$ cat src/rtl/conv_mac_pipe_if.sv
// conv_mac_pipe_if: valid/ready window-beat input and result output bundle of the MAC engine
interface conv_mac_pipe_if #(
  parameter int DATA_W   = 6,
  parameter int KERNEL_W = 6,
  parameter int TAPS     = 9,
  parameter int OUT_W    = 18
);
  logic                     in_valid;
  logic                     in_ready;
  logic [TAPS*DATA_W-1:0]   in_data;
  logic [TAPS*KERNEL_W-1:0] kernel;
  logic                     out_valid;
  logic                     out_ready;
  logic [OUT_W-1:0]         out_data;
  logic                     out_sat;
  modport master (
    output in_valid, in_data, kernel, out_ready,
    input  in_ready, out_valid, out_data, out_sat
  );
  modport slave (
    input  in_valid, in_data, kernel, out_ready,
    output in_ready, out_valid, out_data, out_sat
  );
endinterface

$ cat src/rtl/conv_mac_pipe.sv
// conv_mac_pipe: pipelined KxK multiply, adder-tree reduce and channel accumulate with saturation
module conv_mac_pipe #(
  parameter int DATA_W   = 6,
  parameter int KERNEL_W = 6,
  parameter int TAPS     = 9,
  parameter int ACC_CH   = 1,
  parameter int OUT_W    = 18,
  parameter int SIGNED   = 0
) (
  input logic            clk,
  input logic            rst_n,
  conv_mac_pipe_if.slave bus
);
  localparam int PROD_W = DATA_W + KERNEL_W;
  localparam int LG     = $clog2(TAPS);
  localparam int NP     = 1 << LG;
  localparam int TREE_W = PROD_W + LG;
  localparam int ACC_W  = TREE_W + $clog2(ACC_CH);
  localparam int CNT_W  = ACC_CH > 1 ? $clog2(ACC_CH) : 1;
  localparam bit SX     = SIGNED != 0;
  logic              adv, v1, v2, last, out_valid, out_sat, sat_flag;
  logic [PROD_W-1:0] prod_d [TAPS];
  logic [PROD_W-1:0] prod_q [TAPS];
  logic [TREE_W-1:0] tree_sum, tree_q;
  logic [ACC_W-1:0]  acc, acc_next;
  logic [CNT_W-1:0]  ch_cnt;
  logic [OUT_W-1:0]  out_data, sat_val;
  assign adv           = !out_valid || bus.out_ready;
  assign bus.in_ready  = adv;
  assign bus.out_valid = out_valid;
  assign bus.out_data  = out_data;
  assign bus.out_sat   = out_sat;
  // Low PROD_W bits of the product depend only on the low PROD_W operand bits, so PROD_W-wide math is exact
  for (genvar i = 0; i < TAPS; i++) begin : g_mul
    logic [DATA_W-1:0]   a;
    logic [KERNEL_W-1:0] b;
    assign a         = bus.in_data[i*DATA_W +: DATA_W];
    assign b         = bus.kernel[i*KERNEL_W +: KERNEL_W];
    assign prod_d[i] = SX ? PROD_W'($signed(a)) * PROD_W'($signed(b)) : PROD_W'(a) * PROD_W'(b);
  end
  // Balanced tree padded to a power of two; level l holds NP>>l partial sums
  for (genvar l = 0; l <= LG; l++) begin : g_lvl
    logic [TREE_W-1:0] s [NP >> l];
    for (genvar i = 0; i < (NP >> l); i++) begin : g_n
      if (l > 0) begin : g_add
        assign s[i] = g_lvl[l-1].s[2*i] + g_lvl[l-1].s[2*i+1];
      end else if (i < TAPS) begin : g_leaf
        assign s[i] = SX ? TREE_W'($signed(prod_q[i])) : TREE_W'(prod_q[i]);
      end else begin : g_pad
        assign s[i] = '0;
      end
    end
  end
  assign tree_sum = g_lvl[LG].s[0];
  assign last     = ch_cnt == CNT_W'(ACC_CH - 1);
  assign acc_next = (ch_cnt == '0 ? '0 : acc) + (SX ? ACC_W'($signed(tree_q)) : ACC_W'(tree_q));
  if (ACC_W <= OUT_W) begin : g_nosat
    assign sat_val  = SX ? OUT_W'($signed(acc_next)) : OUT_W'(acc_next);
    assign sat_flag = 1'b0;
  end else begin : g_sat
    logic [ACC_W-OUT_W:0] hi;
    assign hi       = acc_next[ACC_W-1:OUT_W-1];
    assign sat_flag = SX ? !(&hi || ~|hi) : |hi[ACC_W-OUT_W:1];
    assign sat_val  = !sat_flag ? acc_next[OUT_W-1:0] :
                      SX ? {acc_next[ACC_W-1], {(OUT_W-1){~acc_next[ACC_W-1]}}} : '1;
  end
  always_ff @(posedge clk or negedge rst_n)
    if (!rst_n) begin
      v1        <= 1'b0;
      v2        <= 1'b0;
      out_valid <= 1'b0;
      out_data  <= '0;
      out_sat   <= 1'b0;
      ch_cnt    <= '0;
      acc       <= '0;
    end else if (adv) begin
      v1        <= bus.in_valid;
      v2        <= v1;
      out_valid <= v2 && last;
      if (v2 && last) begin
        out_data <= sat_val;
        out_sat  <= sat_flag;
        ch_cnt   <= '0;
      end else if (v2) begin
        acc    <= acc_next;
        ch_cnt <= ch_cnt + 1'b1;
      end
    end
  always_ff @(posedge clk)
    if (adv) begin
      for (int i = 0; i < TAPS; i++)
        if (bus.in_valid) prod_q[i] <= prod_d[i];
      if (v1) tree_q <= tree_sum;
    end
endmodule
$ cat src/flat_wrapper.sv
// flat-port wrapper written by rule: the top's interface ports become plain ports
module conv_mac_pipe_flat 
#(
  parameter int DATA_W   = 6,
  parameter int KERNEL_W = 6,
  parameter int TAPS     = 9,
  parameter int ACC_CH   = 1,
  parameter int OUT_W    = 18,
  parameter int SIGNED   = 0
)
  (clk, rst_n, bus_in_valid, bus_in_data, bus_kernel, bus_out_ready, bus_in_ready, bus_out_valid, bus_out_data, bus_out_sat);
  conv_mac_pipe_if #(.DATA_W(DATA_W), .KERNEL_W(KERNEL_W), .TAPS(TAPS), .OUT_W(OUT_W)) bus_i ();
  input logic clk;
  input logic rst_n;
  input wire logic [$bits(bus_i.in_valid)-1:0] bus_in_valid;
  input wire logic [$bits(bus_i.in_data)-1:0] bus_in_data;
  input wire logic [$bits(bus_i.kernel)-1:0] bus_kernel;
  input wire logic [$bits(bus_i.out_ready)-1:0] bus_out_ready;
  output wire logic [$bits(bus_i.in_ready)-1:0] bus_in_ready;
  output wire logic [$bits(bus_i.out_valid)-1:0] bus_out_valid;
  output wire logic [$bits(bus_i.out_data)-1:0] bus_out_data;
  output wire logic [$bits(bus_i.out_sat)-1:0] bus_out_sat;
  assign bus_i.in_valid = bus_in_valid;
  assign bus_i.in_data = bus_in_data;
  assign bus_i.kernel = bus_kernel;
  assign bus_i.out_ready = bus_out_ready;
  assign bus_in_ready = bus_i.in_ready;
  assign bus_out_valid = bus_i.out_valid;
  assign bus_out_data = bus_i.out_data;
  assign bus_out_sat = bus_i.out_sat;
  conv_mac_pipe #(.DATA_W(DATA_W), .KERNEL_W(KERNEL_W), .TAPS(TAPS), .ACC_CH(ACC_CH), .OUT_W(OUT_W), .SIGNED(SIGNED)) u_core (.clk(clk), .rst_n(rst_n), .bus(bus_i));
endmodule
$ cat config.mk
export PLATFORM = sky130hd
export DESIGN_NAME = conv_mac_pipe_flat
export DESIGN_NICKNAME = d
export VERILOG_FILES = /design/src/rtl/conv_mac_pipe_if.sv /design/src/rtl/conv_mac_pipe.sv /design/src/flat_wrapper.sv
export SDC_FILE = /design/constraint.sdc
export NUM_CORES = 1
export LEC_CHECK = 0
export CELL_PAD_IN_SITES_DETAIL_PLACEMENT = 0
export CELL_PAD_IN_SITES_GLOBAL_PLACEMENT = 1
export CORE_MARGIN = 4
export CORE_UTILIZATION = 40
export DETAILED_ROUTE_END_ITERATION = 10
export PLACE_DENSITY_LB_ADDON = 0.1
export REMOVE_ABC_BUFFERS = 1
export SYNTH_ARGS = -nofsm -noshare
export SYNTH_HDL_FRONTEND = slang
export SYNTH_SLANG_ARGS = --single-unit
$ cat constraint.sdc
create_clock -name clk -period 5.3 [get_ports clk]
set_input_delay 0.795 -clock clk [delete_from_list [all_inputs] [get_ports clk]]
set_output_delay 0.795 -clock clk [all_outputs]
set_load 0.02 [all_outputs]
# Yosys cells after proc, flatten, opt, wreduce, memory -nomap -nowiden
# Memories as Yosys holds them, arrays and structs flattened.
# Index checks and enable logic that the tools add are counted.
# op_classes
n_mul,9
n_reduce_logical,8
add_sub_neg,10
bitwise_logic,2
mux,6
# ops
operator,count
6-bit by 6-bit multiplier with 12-bit output,9
16-bit adder,4
12-bit by 12-bit adder with 13-bit output,4
16-bit by 12-bit adder with 16-bit output,1
16-bit two-way mux,1
2-bit AND reduction,3
1-bit two-way mux,5
3-bit AND reduction,1
1-bit inverter,2
2-bit nonzero test,1
"1-bit adder, second input constant",1
1-bit logical AND,1
1-bit logical NOT,1
1-bit logical OR,1
# word_totals
regBits,52
memories,1
ramBits,108
input_bits,112
# memory_table
name,depth,width,read_ports,rd_ports_with_merged_regs,write_ports,line,text
u_core.prod_q,9,12,9,0,9,conv_mac_pipe.sv:23,logic [PROD_W-1:0] prod_q [TAPS];

# Depth between registers and ports, before layout
# Gate-level depths: netlist (run 1).
# An unclocked memory read counts as a cell.
# logic_depth
word_depth,5
ltp_mapped,21
ltp_nobuf,21

# Least setup slack after synthesis (run 1)
# Ideal clock, no wire load.
# synth_path
kind,register -> register
from,memory u_core.prod_q[7][0] (netlist name)
to,"register u_core.tree_q[14], data pin"
slack_ns,0.530
period_less_slack_ns,4.770
arrival_time_ns,4.508
required_time_ns,5.037
stages_incl_launch_ff,19
cell_sequence,edfxtp_1 ha_1 fa_1 a21o_1 a211oi_1 o21ai_1 nand2_1 xnor2_1 fa_1 fa_1 inv_1 fa_1 inv_1 ha_1 a21o_1 a21oi_1 o31ai_1 a311oi_1 xnor2_1
# synth_rtl
item,line,text
start: declaration,conv_mac_pipe.sv:23,
end signal: assignment,conv_mac_pipe.sv:93,if (v1) tree_q <= tree_sum;
end: declaration,conv_mac_pipe.sv:24,"logic [TREE_W-1:0] tree_sum, tree_q;"

==> impl_metrics.yaml, run 1 <==
synthesis:
  yosys_most_used_dff: "edfxtp_1"
  postSynthAreaPerCell_um2: 10.08
  synthesis.yosys.warnings: 0
  sequential_cell_area_fraction_in_the_yosys_report_pct: 25.17
  asyncSetResetFlopFracSynth_pct: 22.01
  netlist-cell-type-count: 49
  ys_seq_elements: 159
  synth_area_um2: 18280
  synthesis.instances: 1813
  synth_edf_count: 124
critical_path:
  crit_fanout: 5
  timing.critical_path.from_type: "flip-flop"
  critical-path-slowest-cell: "fa_1"
  critical_setup_path_kind: "flip-flop to flip-flop"
  worst_ep_arrival_time_ps: 5210
  worst_ep_required_time_ps: 5480
  crit_path_cell_trace: "ha_1 > fa_1 > a21o_1 > a211oi_2 > nor2_1 > nor2_1 > xor2_1 > fa_1 > fa_1 > fa_1 > inv_1 > ha_1 > a21o_1 > a21o_1 > a21oi_2 > o31ai_2 > a311oi_2 > xnor2_1"
  critical-path-top-cell-by-count: "fa_1"
  cpPeakStageDelay_ps: 510
  worst_setup_slack_for_register_to_register_paths_ps: 270
  cp-end-kind: "flip-flop"
clocking:
  cts_hold_buffers: 0
  cts_resized: 0
  cts.path.max_buffers: 2
  cts_htree_levels: 4
  tritoncts.num_buffers: 17
  ctsRootBufferMaster: "clkbuf_16"
  clk-insertion-delay-late_ps: 430
  tritoncts_num_sinks: 159
  clock_tree_from_tritoncts: "yes"
  cts_setup_buffers: 0
  clk_pin_slew_worst_paths_ps: 70
global_route:
  grt_use_total_pct: 15.87
  grt_remaining_overflow: 0
  first_global_vias: 13120
  grt_max_degree: 110
  grt_antenna_before_repair: 0
  first_pass_grt_wire_length_um: 65560
routing:
  vias_per_cell: 4.931
  detail-route-antenna-nets: 0
  first_pass_iters: 5
  via_count: 12660
  drt_first_iter_violations: 508
  avgRoutedWirePerCell_um: 14.71
  route.final.wire_length_um: 37770
  drc: 0
finish:
  signed_area_change_from_the_synthesized_netlist_to_the_final_layout_pct: 14.50
  drive_gt1_share_pct: 3.252
  number_of_diodes_added_for_antenna_fixing: 0
  nets: 2522
  stdcell_count: 2568
timing:
  fin_skew_ps: 15.58
  rsz0062_at_grt: "false"
  tns_ps: 0
  finalWorstPathRequiredPeriod_ps: 5030
  timing.final.setup_violations: 0
  worst-slew-pin-transition_ps: 772.2
  min_period_over_period_pct: 94.90
  slew_headroom_pct: 48.52
  timing_hold_violations_final: 0
  fmax_ghz: 0.1988
  slew_violations: 0
status:
  outcome: "completed"
placed_design:
  gpl.final_weighted_congestion: 0.8243
  dpl.hpwl_um: 31370
  place_inst: 2536
  port-buffer-count: 129
die:
  core-area_um2: 45280
  design.die.area_um2: 49170
  floorplan.initialDensity_pct: 40.36
  die_height_um: 221.7
  fp.dieW_um: 221.7
  row_count: 78
  pin_count: 133
min_path:
  min_path_type: "flip-flop to flip-flop"
run:
  timing.max_cap.violations: 0
[cells by family after synthesis]
group	count (synthesis)	synth area share [%]
flip-flops	159	25.17
XOR/XNOR	124	5.943
adder cells (fa/ha/maj)	455	39.16
AND/OR/NAND/NOR	587	15.55
AO/OA/AOI/OAI	244	8.681
other	1	0.02052
multiplexers	10	0.6162
buffers and inverters	233	4.861
[metrics by stage]
step	hold slack (ps)	setup WS [ps]	area [um^2]	utilization (%)
final	468.0	270.1	20930	46.21
after global routing	490.8	30.46	20930	46.21
after CTS	472.6	83.62	20890	46.13
after detailed placement	458.7	110.5	20310	44.84
after global placement	450.2	180.9	20310	44.84
after floorplan	438.1	529.6	18230	-
[final timing paths]
path                                     startpoint                      to  depth (start not counted)
worst max-delay path            u_core.prod_q[3][0]       u_core.tree_q[14]                         18
worst min-delay path                  u_core.acc[0]           u_core.acc[0]                          2
worst max register to register  u_core.prod_q[3][0]       u_core.tree_q[14]                         18
worst min register to register        u_core.acc[0]           u_core.acc[0]                          2
max in group asynchronous                     rst_n               u_core.v1                          2
min in group asynchronous                     rst_n  u_core.bus.out_data[1]                          2
[metal layers]
layer | vias up | global-route usage, % | part of all wire [%]
met5 | - | 0 | 0
met4 | 0 | 2.201 | 0.59
met3 | 15 | 1.642 | 1.9
met2 | 110 | 26.78 | 48
met1 | 6231 | 22.85 | 50
li1 | 6307 | - | -
[synthesized netlist by cell type (all sizes together) (3+ instances only)]
| cell | count | area [um^2] |
|---|---|---|
| nand3 | 12 | 72.57 |
| xor2 | 27 | 236.5 |
| mux2 | 10 | 112.6 |
| o211ai | 3 | 22.52 |
| buf | 5 | 32.53 |
| a31oi | 6 | 37.54 |
| o31ai | 6 | 45.04 |
| nor2 | 78 | 292.8 |
| and3 | 4 | 25.02 |
| clkbuf | 6 | 22.52 |
| o41ai | 18 | 157.7 |
| a211oi | 9 | 72.57 |
| xnor2 | 97 | 849.6 |
| fa | 195 | 3904 |
| o21bai | 14 | 105.1 |
| a21o | 49 | 367.9 |
| nand2b | 8 | 50.05 |
| nor3 | 31 | 155.2 |
| nor2b | 5 | 38.78 |
| inv | 222 | 833.3 |
| o21a | 5 | 37.54 |
| edfxtp | 124 | 3724 |
| dfrtp | 35 | 875.8 |
| ha | 260 | 3253 |
| and2 | 195 | 1220 |
| a31o | 6 | 52.55 |
| a21oi | 69 | 364.1 |
| nand4b | 3 | 26.28 |
| o21ai | 52 | 264.0 |
| nand2 | 246 | 923.4 |
[cell type report]
type | count | area (um^2)
Fill cell | 4307 | 24360
Multi-Input combinational cell | 1423 | 12830
Sequential cell | 159 | 4599
Timing Repair Buffer | 132 | 1326
Inverter | 222 | 833.3
Tap cell | 600 | 750.7
Clock buffer | 21 | 450.4
Clock inverter | 11 | 130.1
[sequential cells by signal (all words and copies together), names as in the netlist]
signal	flops
u_core.bus.out_valid	1
u_core.acc	15
u_core.bus.out_data	16
u_core.prod_q	108
u_core.tree_q	16
u_core.ch_cnt	1
u_core.v1	1
u_core.v2	1
[critical path, delay by kind of cell, from the launching register on]
family	cells	cell delay, ps
XOR/XNOR	2	340
flip-flops	1	380
adder cells (fa/ha/maj)	6	2390
AO/OA/AOI/OAI	7	1430
AND/OR/NAND/NOR	2	200
buffers and inverters	1	40
[layout by cell type, fill, tap and decap left out, types with 6 or more instances in the layout]
master / instances
a211oi_1: 6
nand2b_1: 8
clkbuf_16: 17
clkdlybuf4s50_1: 129
xnor2_1: 97
and2_1: 194
nor2_1: 78
o21ai_0: 40
nand3_1: 11
ha_1: 259
o21ai_1: 11
a31oi_1: 6
dfrtp_1: 35
edfxtp_1: 124
a21o_1: 49
a21oi_1: 65
o21bai_1: 14
nor3_1: 31
mux2_2: 10
xor2_1: 27
o41ai_1: 18
nand2_1: 246
inv_1: 222
fa_1: 195
Power of run 1 is not shown: default switching activity piles up to over one toggle a cycle in this logic, so the estimate is an artifact.
==> run 2: changes to the inputs <==
--- a/config.mk
+++ b/config.mk
@@ -9,6 +9,7 @@
 export CELL_PAD_IN_SITES_GLOBAL_PLACEMENT = 1
 export CORE_MARGIN = 4
 export CORE_UTILIZATION = 40
+export CTS_CLUSTER_SIZE = 12
 export DETAILED_ROUTE_END_ITERATION = 10
 export PLACE_DENSITY_LB_ADDON = 0.1
 export REMOVE_ABC_BUFFERS = 1
==> results of run 2 <==
Final layout, timing and power as in run 1 (identical DEF).
Power of run 2 is left out for the same reason.
